**config.mk**
```make
export PLATFORM = sky130hd
export DESIGN_NAME = inta_master
export DESIGN_NICKNAME = d
export VERILOG_FILES = /design/src/rtl/inta_master.sv
export SDC_FILE = /design/constraint.sdc
export NUM_CORES = 1
export LEC_CHECK = 0
export BUFFER_PORTS_ARGS = -buffer_cell sky130_fd_sc_hd__buf_4
export CAP_MARGIN = 20
export CORE_ASPECT_RATIO = 0.9
export CORE_UTILIZATION = 40
export CTS_BUF_LIST = sky130_fd_sc_hd__clkbuf_4
export CTS_CLUSTER_DIAMETER = 60
export DETAILED_ROUTE_END_ITERATION = 8
export PLACE_DENSITY_LB_ADDON = 0.2
export SYNTH_ARGS = -nofsm -noshare
export SYNTH_HDL_FRONTEND = slang
export SYNTH_SLANG_ARGS = --single-unit
```
**constraint.sdc**
```tcl
create_clock -name clk -period 5.27 [get_ports clk]
set_clock_uncertainty 0.15 [all_clocks]
set_input_delay 1.054 -clock clk [delete_from_list [all_inputs] [get_ports clk]]
set_output_delay 1.054 -clock clk [all_outputs]
set_load 0.03 [all_outputs]
```
**src/rtl/inta_master.sv**
```systemverilog
// 8259A-style interrupt-acknowledge master: qualifies INT, issues two INTA_n pulses, captures the vector.
// Optional LOCK_n output is built only when INTA_LOCK_EN is defined.
module inta_master #(
    parameter int unsigned PULSE_CYC = 2,
    parameter int unsigned GAP_CYC   = 2
) (
    input  logic       clk,
    input  logic       reset,
    input  logic       INT,
    input  logic       IF_EN,
    input  logic [7:0] D,
    input  logic       vec_ack,
    output logic       INTA_n,
    output logic [7:0] vector,
    output logic       vec_valid,
`ifdef INTA_LOCK_EN
    output logic       LOCK_n,
`endif
    output logic       busy
);

    typedef enum logic [2:0] {
        S_IDLE,
        S_PULSE1,
        S_GAP,
        S_PULSE2,
        S_VALID
    } state_t;

    // Phase counter is loaded with length-1 so the phase ends on the edge it reads zero.
    localparam logic [3:0] PULSE_LD = 4'(PULSE_CYC - 1);
    localparam logic [3:0] GAP_LD   = 4'(GAP_CYC - 1);

    state_t     state_q, state_d;
    logic [1:0] qual_q, qual_d;
    logic [3:0] cnt_q, cnt_d;
    logic       inta_q, inta_d;
    logic [7:0] vec_q, vec_d;
    logic       valid_q, valid_d;
    logic       busy_q, busy_d;

    always_comb begin
        state_d = state_q;
        qual_d  = qual_q;
        cnt_d   = cnt_q;
        inta_d  = inta_q;
        vec_d   = vec_q;
        valid_d = valid_q;

        case (state_q)
            S_IDLE: begin
                cnt_d = '0;
                if (INT && IF_EN) begin
                    if (qual_q == 2'd1) begin
                        state_d = S_PULSE1;
                        qual_d  = '0;
                        cnt_d   = PULSE_LD;
                        inta_d  = 1'b0;
                    end else begin
                        qual_d = qual_q + 2'd1;
                    end
                end else begin
                    qual_d = '0;
                end
            end
            S_PULSE1: begin
                if (cnt_q == '0) begin
                    state_d = S_GAP;
                    cnt_d   = GAP_LD;
                    inta_d  = 1'b1;
                end else begin
                    cnt_d = cnt_q - 4'd1;
                end
            end
            S_GAP: begin
                if (cnt_q == '0) begin
                    state_d = S_PULSE2;
                    cnt_d   = PULSE_LD;
                    inta_d  = 1'b0;
                end else begin
                    cnt_d = cnt_q - 4'd1;
                end
            end
            S_PULSE2: begin
                if (cnt_q == '0) begin
                    state_d = S_VALID;
                    cnt_d   = '0;
                    inta_d  = 1'b1;
                    vec_d   = D;
                    valid_d = 1'b1;
                end else begin
                    cnt_d = cnt_q - 4'd1;
                end
            end
            S_VALID: begin
                if (vec_ack) begin
                    state_d = S_IDLE;
                    valid_d = 1'b0;
                    qual_d  = '0;
                end
            end
            default: begin
                state_d = S_IDLE;
                qual_d  = '0;
                cnt_d   = '0;
                inta_d  = 1'b1;
                valid_d = 1'b0;
            end
        endcase

        busy_d = (state_d != S_IDLE);
    end

    always_ff @(posedge clk or posedge reset) begin
        if (reset) begin
            state_q <= S_IDLE;
            qual_q  <= '0;
            cnt_q   <= '0;
            inta_q  <= 1'b1;
            vec_q   <= '0;
            valid_q <= 1'b0;
            busy_q  <= 1'b0;
        end else begin
            state_q <= state_d;
            qual_q  <= qual_d;
            cnt_q   <= cnt_d;
            inta_q  <= inta_d;
            vec_q   <= vec_d;
            valid_q <= valid_d;
            busy_q  <= busy_d;
        end
    end

    assign INTA_n    = inta_q;
    assign vector    = vec_q;
    assign vec_valid = valid_q;
    assign busy      = busy_q;

`ifdef INTA_LOCK_EN
    logic lock_q, lock_d;

    always_comb begin
        lock_d = !((state_d == S_PULSE1) || (state_d == S_GAP) || (state_d == S_PULSE2));
    end

    always_ff @(posedge clk or posedge reset) begin
        if (reset) begin
            lock_q <= 1'b1;
        end else begin
            lock_q <= lock_d;
        end
    end

    assign LOCK_n = lock_q;
`endif

endmodule

```
## Word level (Yosys, flattened, before mapping)

Cells that the tools add are included.

- Eq/ne operators: 11
- Multiplexer cells: 23
- Reductions and logical operators: 12
- Bitwise operators: 3
- Add/sub/neg operators: 2

Operator list:

| operator | count |
|---|---|
| 2-to-1 mux 3 bit | 6 |
| one-hot mux 4 bit (4 select lines) | 1 |
| one-hot mux 3 bit (5 select lines) | 1 |
| inequality test 2 bit, second input constant | 5 |
| 2-to-1 mux 4 bit | 2 |
| 2-to-1 mux 1 bit | 7 |
| == test 3 x 2 -> 1 bit, second input constant | 2 |
| 2-to-1 mux 2 bit | 3 |
| one-hot mux 2 bit (3 select lines) | 1 |
| OR reduction 3 bit | 2 |
| AND reduction 5 bit | 1 |
| zero test 4 bit | 1 |
| one-hot mux 1 bit (4 select lines) | 1 |
| AND reduction 2 bit | 2 |
| OR reduction 2 bit | 2 |
| subtractor 4 x 1 -> 4 bit, second input constant | 1 |
| == test 3 x 1 -> 1 bit, second input constant | 1 |
| == test 3 bit, second input constant | 1 |
| zero test 3 bit | 1 |
| NOT 1 bit | 3 |
| one-hot mux 1 bit (3 select lines) | 1 |
| AND reduction 3 bit | 1 |
| nonzero test 3 bit | 1 |
| adder 2 x 1 -> 2 bit, second input constant | 1 |
| 3 further kinds | 3 |

- Flip-flop bits (word level): 20
- Logic and storage cells: 58
- Input port bits: 13

## Longest topological paths before layout

Gate-level depths: netlist of the first run.

- Depth in word-level cells: 5
- Mapped depth: 5
- Gate-level depth less buffers: 5

## Least setup slack after synthesis of the first run

Ideal clock, no wire load.

- Path type: input-to-reg
- Start: in INT
- End: reg inta_q, in the netlist INTA_n
- Stages on the path: 3
- Arrival time: 1654 ps
- Path slack: 3383 ps
- Path buffers: 0
- Data required time: 5037 ps
- Path through: and4b_1 mux2i_1 o32a_1

- Cells in the longest elaborated chain, start to end: 3

Ends and longest elaborated chain:

| item | line | text |
|---|---|---|
| start: declaration | 9 | `input logic INT,` |
| logical AND 1 bit | 53 | `if (INT && IF_EN) begin` |
| inequality test 2 bit (no source line) | -- |  |
| AND reduction 5 bit (no source line) | -- |  |
| end signal: assignment | 127 | `inta_q <= inta_d;` |
| end: declaration | 37 | `logic inta_q, inta_d;` |

No other way between the ends.
A chain may end at the register's enable or synchronous reset.

## Worst setup path after layout of the first run

- Start: reg inta_q, in the netlist INTA_n
- End: out INTA_n

RTL lines:

| item | line | text |
|---|---|---|
| end: declaration | 13 | `output logic INTA_n,` |

No word-level cell between the ends.

==> results of run 1 <==
==> area by class of cell <==
type	count	area [sq um]
clock inverter	1	30.0
sequential	20	502
tap	27	33.8
fill	200	1030
timing repair buffer	23	173
multi-input combinational	53	439
clock buffer	3	22.5
inverter	3	11.3
==> sequential cells by signal, summed over array words and instances, names as in the netlist <==
register / count
state_q: 3
busy: 1
vector: 8
vec_valid: 1
cnt_q: 4
INTA_n: 1
qual_q: 2
==> logic make-up (layout without fill, tap and decap cells) <==
| family | after synthesis | count (layout) |
|---|---|---|
| AO/OA/AOI/OAI | 18 | 18 |
| adder cells (fa/ha/maj) | 2 | 2 |
| AND/OR/NAND/NOR | 21 | 21 |
| flip-flops | 20 | 20 |
| XOR/XNOR | 2 | 2 |
| buffers and inverters | 7 | 30 |
| multiplexers | 10 | 10 |
==> worst max-delay path by stage <==
stage	start	end	slack, ns	cells after the start
2_1_floorplan	INT	INTA_n	3.38	3
3_3_place_gp	INT	INTA_n	3.23	4
3_5_place_dp	cnt_q[0]	vector[6]	3.20	5
4_1_cts	INTA_n	INTA_n	3.04	1
5_1_grt	INTA_n	INTA_n	3.01	1
6_report	INTA_n	INTA_n	3.06	1
==> power by group through the flow <==
stage / Sequential, mW / Combinational [mW] / Clock (mW)
final: 0.291 / 0.395 / 0.126
after floorplan: 0.353 / 0.224 / 0
after global placement: 0.293 / 0.394 / 0
after CTS: 0.292 / 0.399 / 0.131
after detailed placement: 0.295 / 0.398 / 0
after global routing: 0.306 / 0.431 / 0.137
==> placed cells by master, fill, tap and decap left out, types with 2 or more instances in the layout <==
cell      netlist  final
nor2_1          4      4
nand2_1         4      4
ha_1            2      2
buf_4           0     23
a211oi_1        2      2
clkbuf_4        0      3
a21o_2          2      2
o21ai_0         3      3
dfrtp_1        19     19
o32ai_1         2      2
nor3_1          2      2
mux2_2          9      9
xnor2_1         2      2
inv_1           3      3
==> metal layers <==
layer	vias to the layer above	GRT usage, %
met4	0	5.26
met2	15	28.2
met1	325	21.3
met3	2	6.60
li1	344	-
met5	-	0
==> per-stage QoR <==
step | setup WS, ns | instances | hold WS, ns | total power [mW] | utilization [%]
after global placement | 3.23 | 126 | 0.336 | 0.686 | 51.7
after global routing | 3.01 | 130 | 0.390 | 0.873 | 54.0
final | 3.06 | 130 | 0.357 | 0.812 | 54.0
after floorplan | 3.38 | 80 | 0.331 | 0.578 | -
after detailed placement | 3.20 | 126 | 0.325 | 0.693 | 51.7
after CTS | 3.04 | 130 | 0.365 | 0.822 | 54.0
==> run_results.csv, run 1 <==
group,metric,value,unit
routing,wirelength,1800,um
synth,syn-cell-area,970,sq um
routing,highest_layer,"met4",
sta,setup_viol,0,
setup_path,startpoint_type,"flip-flop",
routing,wl_met2,886,um
sta,fin_crit,2.21,ns
synth,synth_simple_gate_area_share,15.1,%
cts,cts_sinks,20,
placed_design,dp_hpwl,1260,um
setup_path,r2r_cells,5,
floorplanning,die_area,2630,sq um
routing,drt_first_pass_iters,4,
sta,slew_viol_final,0,
synth,yosys_register_bits,20,
synth,synthAdderAreaFrac,2.58,%
grt,gr-usage-all-layers,17.6,%
cts,holdBufCountCts,0,
floorplanning,core-area,2240,sq um
cts,cts_tree,"yes",
synth,yosys-top-cells-area,"dfrtp_1 (49%), mux2_2 (10%), dfstp_2 (2.7%), ha_1 (2.6%), nor4_4 (2.2%)",
layout,drive_gt1_share,42.7,%
setup_path,cpMaxStageDelayCell,"dfstp_2",
cts,numCtsBuffers,3,
placed_design,placed_area,1160,sq um
setup_path,critPathMaxStageDelay,0.55,ns
setup_path,crit_required,4.07,ns
placed_design,place_congestion,0.705,
sta,worstMarginPinSlew,0.756,ns
routing,drt_iter0_drc,12,
cts,root_buffer,"clkbuf_4",
sta,slew_headroom,49.6,%
synth,ys_warn_count,0,
cts,cts.path.max_buffers,2,
synth,synth.most_common_cell,"dfrtp_1",
routing,drc,0,
grt,grt_start_max_net_pins,22,
setup_path,worst-path-buf-inv,1,
grt,grt_pass1_wl,3300,um
cts,cts_resized,0,
floorplanning,die_w,53.9,um
worst_hold_path,whs_path_depth,1,
layout,area_growth,24.9,%
setup_path,reg2reg_slack,3.20,ns
setup_path,cp-end-kind,"output pin",
cts,postCtsSetupRepairBufs,0,
grt,antenna_found_initial,0,
run_status,outcome,"finished clean",
floorplanning,start_util,43.2,%
floorplanning,placementRows,16,
routing,antenna_left,0,
synth,synth_commonest_cells,"dfrtp_1 (19), mux2_2 (9), nand2_1 (4), nor2_1 (4)",
setup_path,r2r_end,"vector[6]",
synth,synthXorXnorAreaFrac,1.81,%
setup_path,worstReg2RegStart,"cnt_q[0]",
synth,synth_top_area_share,49.0,%
sta,period_share,41.9,%
power,combPwrFrac,48.6,%
layout,diodes,0,
setup_path,crit_chain,"buf_4",
cts,path_clk_slew,0.12,ns
worst_hold_path,min-delay-start,"vec_valid",
synth,syn_inst,80,
grt,overflow,0,
setup_path,worstPathMaxFanout,2,
placed_design,portBuffers,23,
routing,dr_total_vias,686,
power,internal_power,0.488,mW
setup_path,cp.arrival,1.00,ns
power,powerDensity,670,nW/um^2
power,p_sw_share,39.9,%
worst_hold_path,hold_class,"flip-flop to flip-flop",
synth,synth-async-reset-ratio,100,%
synth,avgSynthCellArea,12.1,sq um
cts,clk_latency,0.30,ns
power,p_leak,0.539,nW
sta,max_freq,453,MHz
synth,synth_compound_area_share,14.3,%
routing,wl_met1,821,um
floorplanning,die_y,48.7,um
grt,grt_pass1_vias,741,
synth,ys.flop_type,"dfrtp_1",
job,cap_violations,0,
routing,wire_per_inst,13.8,um
synth,syn-num-nets,95,
synth,synth_top_family_by_area,"simple AND/OR/NAND/NOR gates",
power,switching_power,0.324,mW
synth,yosysSeqAreaShare,51.7,%
worst_hold_path,hold_path_end,"vec_valid",
cts,h-tree-depth,1,
synth,synth_edf_count,0,
layout,fin_nets,119,
synth,synthMuxAreaShare,11.5,%
synth,ys_types,37,
power,peakVddDrop,0.408,mV
routing,route.met3.wl,72,um
synth,synth_top_cell_by_area,"dfrtp_1",
routing,viasPerCell,5.28,
sta,fin_setup_tns,0,ns
setup_path,critPathTopFamily,"flip-flops",
sta,finalHoldViolations,0,
layout,stdcell_area,1210,sq um
power,clkPwrFrac,15.5,%
setup_path,path_class,"flip-flop to output pin",
sta,rsz0062_at_grt,"no",
power,pwr-share-seq,35.9,%
floorplanning,pin_count,24,
(Power assumes the default switching activity.)
==> run 2, diff against run 1 <==
clock period = 2.3 ns   (was 5.27 ns; I/O delays follow)
==> run 2 against run 1 <==
Compared with the run above:
- worst setup slack got worse by 2.7 ns
- global-route usage decreased by 0.19 points
- highest routed layer is now met3
- combinational power increased by 140%
- die area unchanged
- sequential cell count unchanged
- first-iteration DRC count decreased by 50%
- register-to-register slack got worse by 2.9 ns
- core utilization decreased by 0.50 points
- final cell count increased by 1.5%
- via count increased by 5.5%
==> run_results.csv, run 2 (synthesis results as in run 1) <==
group,metric,value,unit
run_status,outcome,"finished clean",
floorplanning,die_w,53.9,um
sta,worstMarginPinSlew,0.734,ns
cts,path_clk_slew,0.11,ns
power,p_leak,0.537,nW
cts,cts_resized,0,
routing,drc,0,
routing,dr_total_vias,724,
layout,final_cell_mix,"buf_4 (25), dfrtp_1 (19), mux2_2 (9), nand2_1 (4), nor2_1 (4)",
routing,wl_met2,891,um
grt,grt_pass1_wl,3340,um
grt,grt_start_max_net_pins,21,
grt,grt_pass1_vias,743,
sta,finalHoldViolations,0,
layout,diodes,0,
sta,setup_ws,0.344,ns
setup_path,worst-path-buf-inv,1,
layout,stdcell_area,1200,sq um
floorplanning,placementRows,16,
setup_path,path_class,"flip-flop to flip-flop",
power,powerDensity,1470,nW/um^2
cts,cts_tree,"yes",
cts,cts_sinks,20,
floorplanning,die_y,48.7,um
routing,viasPerCell,5.48,
setup_path,critPathMaxStageDelay,0.51,ns
sta,max_freq,511,MHz
grt,antenna_found_initial,0,
placed_design,pre_cts_ws,0.416,ns
sta,period_share,85.1,%
cts,h-tree-depth,1,
floorplanning,pin_count,24,
floorplanning,start_util,43.2,%
setup_path,critPathTopFamily,"simple AND/OR/NAND/NOR gates",
setup_path,cpMaxStageDelayCell,"nor3b_1",
routing,antenna_left,0,
setup_path,cp-end-kind,"flip-flop",
sta,setup_viol,0,
setup_path,worstPathMaxFanout,5,
routing,wirelength,1850,um
routing,wire_per_inst,14.0,um
sta,finalHoldWorstSlack,0.129,ns
setup_path,crit_required,2.38,ns
floorplanning,core-area,2240,sq um
cts,holdBufCountCts,0,
cts,postCtsSetupRepairBufs,0,
setup_path,worstReg2RegStart,"cnt_q[0]",
sta,slew_viol_final,0,
sta,rsz0062_at_grt,"no",
cts,root_buffer,"clkbuf_4",
setup_path,startpoint_type,"flip-flop",
cts,clk_latency,0.30,ns
layout,layout_commonest_cell,"buf_4",
layout,largest_register_ff_count,8,
routing,drt_first_pass_iters,4,
sta,fin_crit,1.96,ns
placed_design,portBuffers,23,
placed_design,placed_area,1170,sq um
power,peakVddDrop,0.717,mV
floorplanning,die_area,2630,sq um
routing,highest_layer,"met3",
placed_design,place_congestion,0.773,
sta,fin_setup_tns,0,ns
job,cap_violations,0,
grt,overflow,0,
placed_design,dp_hpwl,1320,um
cts,numCtsBuffers,3,
layout,fin_nets,121,
setup_path,crit_chain,"inv_1, ha_1, nor3b_1, mux2i_1, o32a_1",
setup_path,cp.arrival,2.04,ns
layout,drive_gt1_share,42.9,%
routing,drt_iter0_drc,6,
routing,route.met3.wl,56,um
sta,slew_headroom,51.0,%
setup_path,critical_path.startpoint,"cnt_q[0]",
cts,cts.path.max_buffers,2,
worst_hold_path,hold_class,"input port to async pin",
grt,gr-usage-all-layers,17.4,%
routing,wl_met1,904,um
layout,area_growth,23.7,%
run 2: changes by cell type in the layout (fill, tap and decap cells not counted), sizes merged:
| cell | previous run | this run |
|---|---|---|
| buf | 23 | 25 |
| bufinv | 1 | 0 |
| clkinv | 0 | 1 |
run 2: final timing paths:
| path | endpoint | slack [ns] | depth (start not counted) |
|---|---|---|---|
| min | vector[3] | 0.13 | 2 |
| max reg2reg | INTA_n | 0.34 | 5 |
| max | INTA_n | 0.34 | 5 |
| min reg2reg | vec_valid | 0.36 | 1 |
| max in group asynchronous | state_q[0] | 1.41 | 2 |
| min in group clk | vector[7] | 0.24 | 2 |
run 2: power breakdown:
part           switching [mW]  leakage [nW]  internal [mW]
registers               0.145         0.243          0.517
clock network           0.104        0.0154         0.0632
logic                   0.500         0.279          0.435
total                   0.749         0.537           1.01
run 2: final cells by class:
cell class | count | area [sq um]
fill | 216 | 1040
clock inverter | 1 | 3.75
tap | 27 | 33.8
clock buffer | 3 | 22.5
inverter | 3 | 11.3
multi-input combinational | 53 | 439
sequential | 20 | 502
timing repair buffer | 25 | 188
run 2: worst register-to-register path: stages (launching register included):
cell,delay [ns]
dfrtp_1,0.40
inv_1,0.12
ha_1,0.25
nor3b_1,0.51
mux2i_1,0.15
o32a_1,0.31
run 2: through the flow:
step | std cells | utilization, % | power [mW]
2_1_floorplan | 80 | - | 1.32
3_3_place_gp | 128 | 52.3 | 1.58
3_5_place_dp | 128 | 52.3 | 1.60
4_1_cts | 132 | 53.5 | 1.78
5_1_grt | 132 | 53.5 | 1.89
6_report | 132 | 53.5 | 1.76
run 2: metal layers:
| metal | vias up | GRT usage, % |
|---|---|---|
| met5 | - | 0 |
| met4 | 0 | 2.63 |
| met3 | 0 | 5.66 |
| met2 | 12 | 28.0 |
| met1 | 367 | 22.8 |
| li1 | 345 | - |
==> run 3, diff against run 2 <==
CORE_ASPECT_RATIO = 1.4   (was 0.9)
clock period = 1.7 ns   (was 2.3 ns; I/O delays follow)
==> run 3 against run 2 <==
Compared with the run above:
- non-clock buffer count increased by 10
- maximum frequency up 19%
- worst setup slack got worse by 0.28 ns
- count of clock-buffer cells in the layout up 1
- worst hold slack got worse by 0.022 ns
- sequential power grew 29%
- sequential cell count is the same
==> run_results.csv, run 3 (synthesis results as in run 1) <==
group,metric,value,unit
placed_design,place_inst,129,
setup_path,r2r_cells,6,
routing,wirelength,2070,um
routing,wire_per_inst,15.1,um
cts,numCtsBuffers,3,
power,internal_power,1.54,mW
cts,cts.path.max_buffers,2,
layout,largest_register_ff_count,8,
setup_path,startpoint_type,"flip-flop",
layout,diodes,0,
cts,cts_sinks,20,
cts,clk_latency,0.30,ns
routing,viasPerCell,5.55,
grt,grt_pass1_wl,3510,um
cts,path_clk_slew,0.11,ns
layout,area_growth,34.5,%
layout,fillers,197,
placed_design,dp_hpwl,1530,um
power,clkPwrFrac,9.7,%
layout,final_cell_mix,"buf_4 (34), dfrtp_1 (19), mux2_2 (6)",
sta,worstMarginPinSlew,0.399,ns
placed_design,placed_area,1230,sq um
sta,max_freq,610,MHz
setup_path,crit_required,1.75,ns
power,p_leak,0.601,nW
floorplanning,start_util,43.5,%
grt,grt_start_max_net_pins,21,
sta,fin_crit,1.64,ns
layout,layout_commonest_cell,"buf_4",
sta,period_share,96.4,%
sta,rsz0062_at_grt,"yes",
placed_design,portBuffers,23,
power,switching_power,1.07,mW
power,peakVddDrop,0.930,mV
sta,setup_viol,0,
floorplanning,placementRows,20,
setup_path,reg2reg_slack,0.06,ns
sta,slew_headroom,73.1,%
worst_hold_path,hold_class,"input port to flip-flop",
setup_path,cp-end-kind,"flip-flop",
routing,drt_iter0_drc,9,
power,powerDensity,2000,nW/um^2
routing,drc,0,
floorplanning,die_w,43.6,um
power,combPwrFrac,57.5,%
floorplanning,die_area,2630,sq um
sta,finalHoldViolations,0,
routing,antenna_left,0,
grt,gr-usage-all-layers,18.2,%
job,cap_violations,0,
floorplanning,pin_count,24,
layout,drive_gt1_share,51.3,%
cts,root_buffer,"clkbuf_4",
grt,antenna_found_initial,0,
setup_path,path_class,"flip-flop to flip-flop",
setup_path,worstPathMaxFanout,5,
routing,drt_first_pass_iters,4,
layout,fin_cells,137,
power,p_sw_share,40.9,%
floorplanning,die_y,60.3,um
worst_hold_path,hold_path_end,"vector[4]",
cts,cts_tree,"yes",
sta,slew_viol_final,0,
cts,h-tree-depth,1,
setup_path,cp.arrival,1.69,ns
floorplanning,core-area,2230,sq um
setup_path,r2r_end,"vector[3]",
layout,stdcell_area,1300,sq um
worst_hold_path,min-delay-start,"D[4]",
placed_design,place_congestion,0.781,
power,pwr-share-seq,32.8,%
setup_path,worstReg2RegStart,"cnt_q[1]",
layout,fin_nets,131,
run_status,outcome,"finished clean",
routing,dr_total_vias,760,
worst_hold_path,whs_path_depth,2,
grt,grt_pass1_vias,765,
grt,overflow,0,
## run 3: area by class of cell
type | instances | area [sq um] | area share (%)
flip-flops and latches | 20 | 502 | 38.5
multi-input cells | 53 | 468 | 35.9
repair buffers | 35 | 265 | 20.3
clock buffers | 4 | 30.0 | 2.30
well taps | 22 | 27.5 | 2.11
inverters | 3 | 11.3 | 0.864
## run 3: worst max-delay path by stage
stage	start	endpoint	slack (ns)
3_3_place_gp	cnt_q[1]	vector[6]	0.06
4_1_cts	cnt_q[1]	vector[3]	0.006
2_1_floorplan	cnt_q[1]	vector[0]	-0.02
5_1_grt	cnt_q[0]	vector[5]	-0.03
6_report	cnt_q[1]	vector[3]	0.06
3_5_place_dp	cnt_q[1]	INTA_n	-0.001
## run 3: worst max-delay path, stage by stage, from the launching register on
cell	delay [ns]
dfrtp_1	0.42
inv_2	0.08
ha_4	0.15
nand2b_4	0.07
nor4_4	0.15
buf_4	0.19
mux2_2	0.33
## run 3: through the flow
step	total power, mW	utilization [%]	hold slack [ns]	worst slack [ns]	TNS (ns)
2_1_floorplan	1.82	-	0.153	-0.0196	-0.137
3_3_place_gp	2.26	55.2	0.171	0.0631	0
3_5_place_dp	2.31	55.2	0.179	-0.00149	-0.00149
4_1_cts	2.58	57.2	0.104	0.00558	0
5_1_grt	2.80	58.5	0.101	-0.0344	-0.108
6_report	2.61	58.5	0.107	0.0617	0
## run 3: metal layers
metal  track usage, %  wire length [um]  up-vias
li1                 -                 -      365
met2             31.6              1170       13
met1             23.7               837      380
met5                0                 0        -
met3             1.81                42        2
met4             5.36                17        0
## run 3: what timing repair did
| item | CTS | global route |
|---|---|---|
| hold buffers | 1 | 0 |
| buffers inserted | 0 | 3 |
| setup endpoints to repair | 1 | 10 |
| resized for setup | 1 | 3 |
| pin swaps | 0 | 0 |
| endpoints found under the hold margin | 7 | 0 |
## run 3: power by group through the flow
stage          clock network (mW)  logic, mW  registers, mW
2_1_floorplan                   0      0.726           1.10
3_3_place_gp                    0       1.41          0.848
3_5_place_dp                    0       1.45          0.861
4_1_cts                     0.258       1.46          0.853
5_1_grt                     0.278       1.64          0.886
6_report                    0.254       1.50          0.856
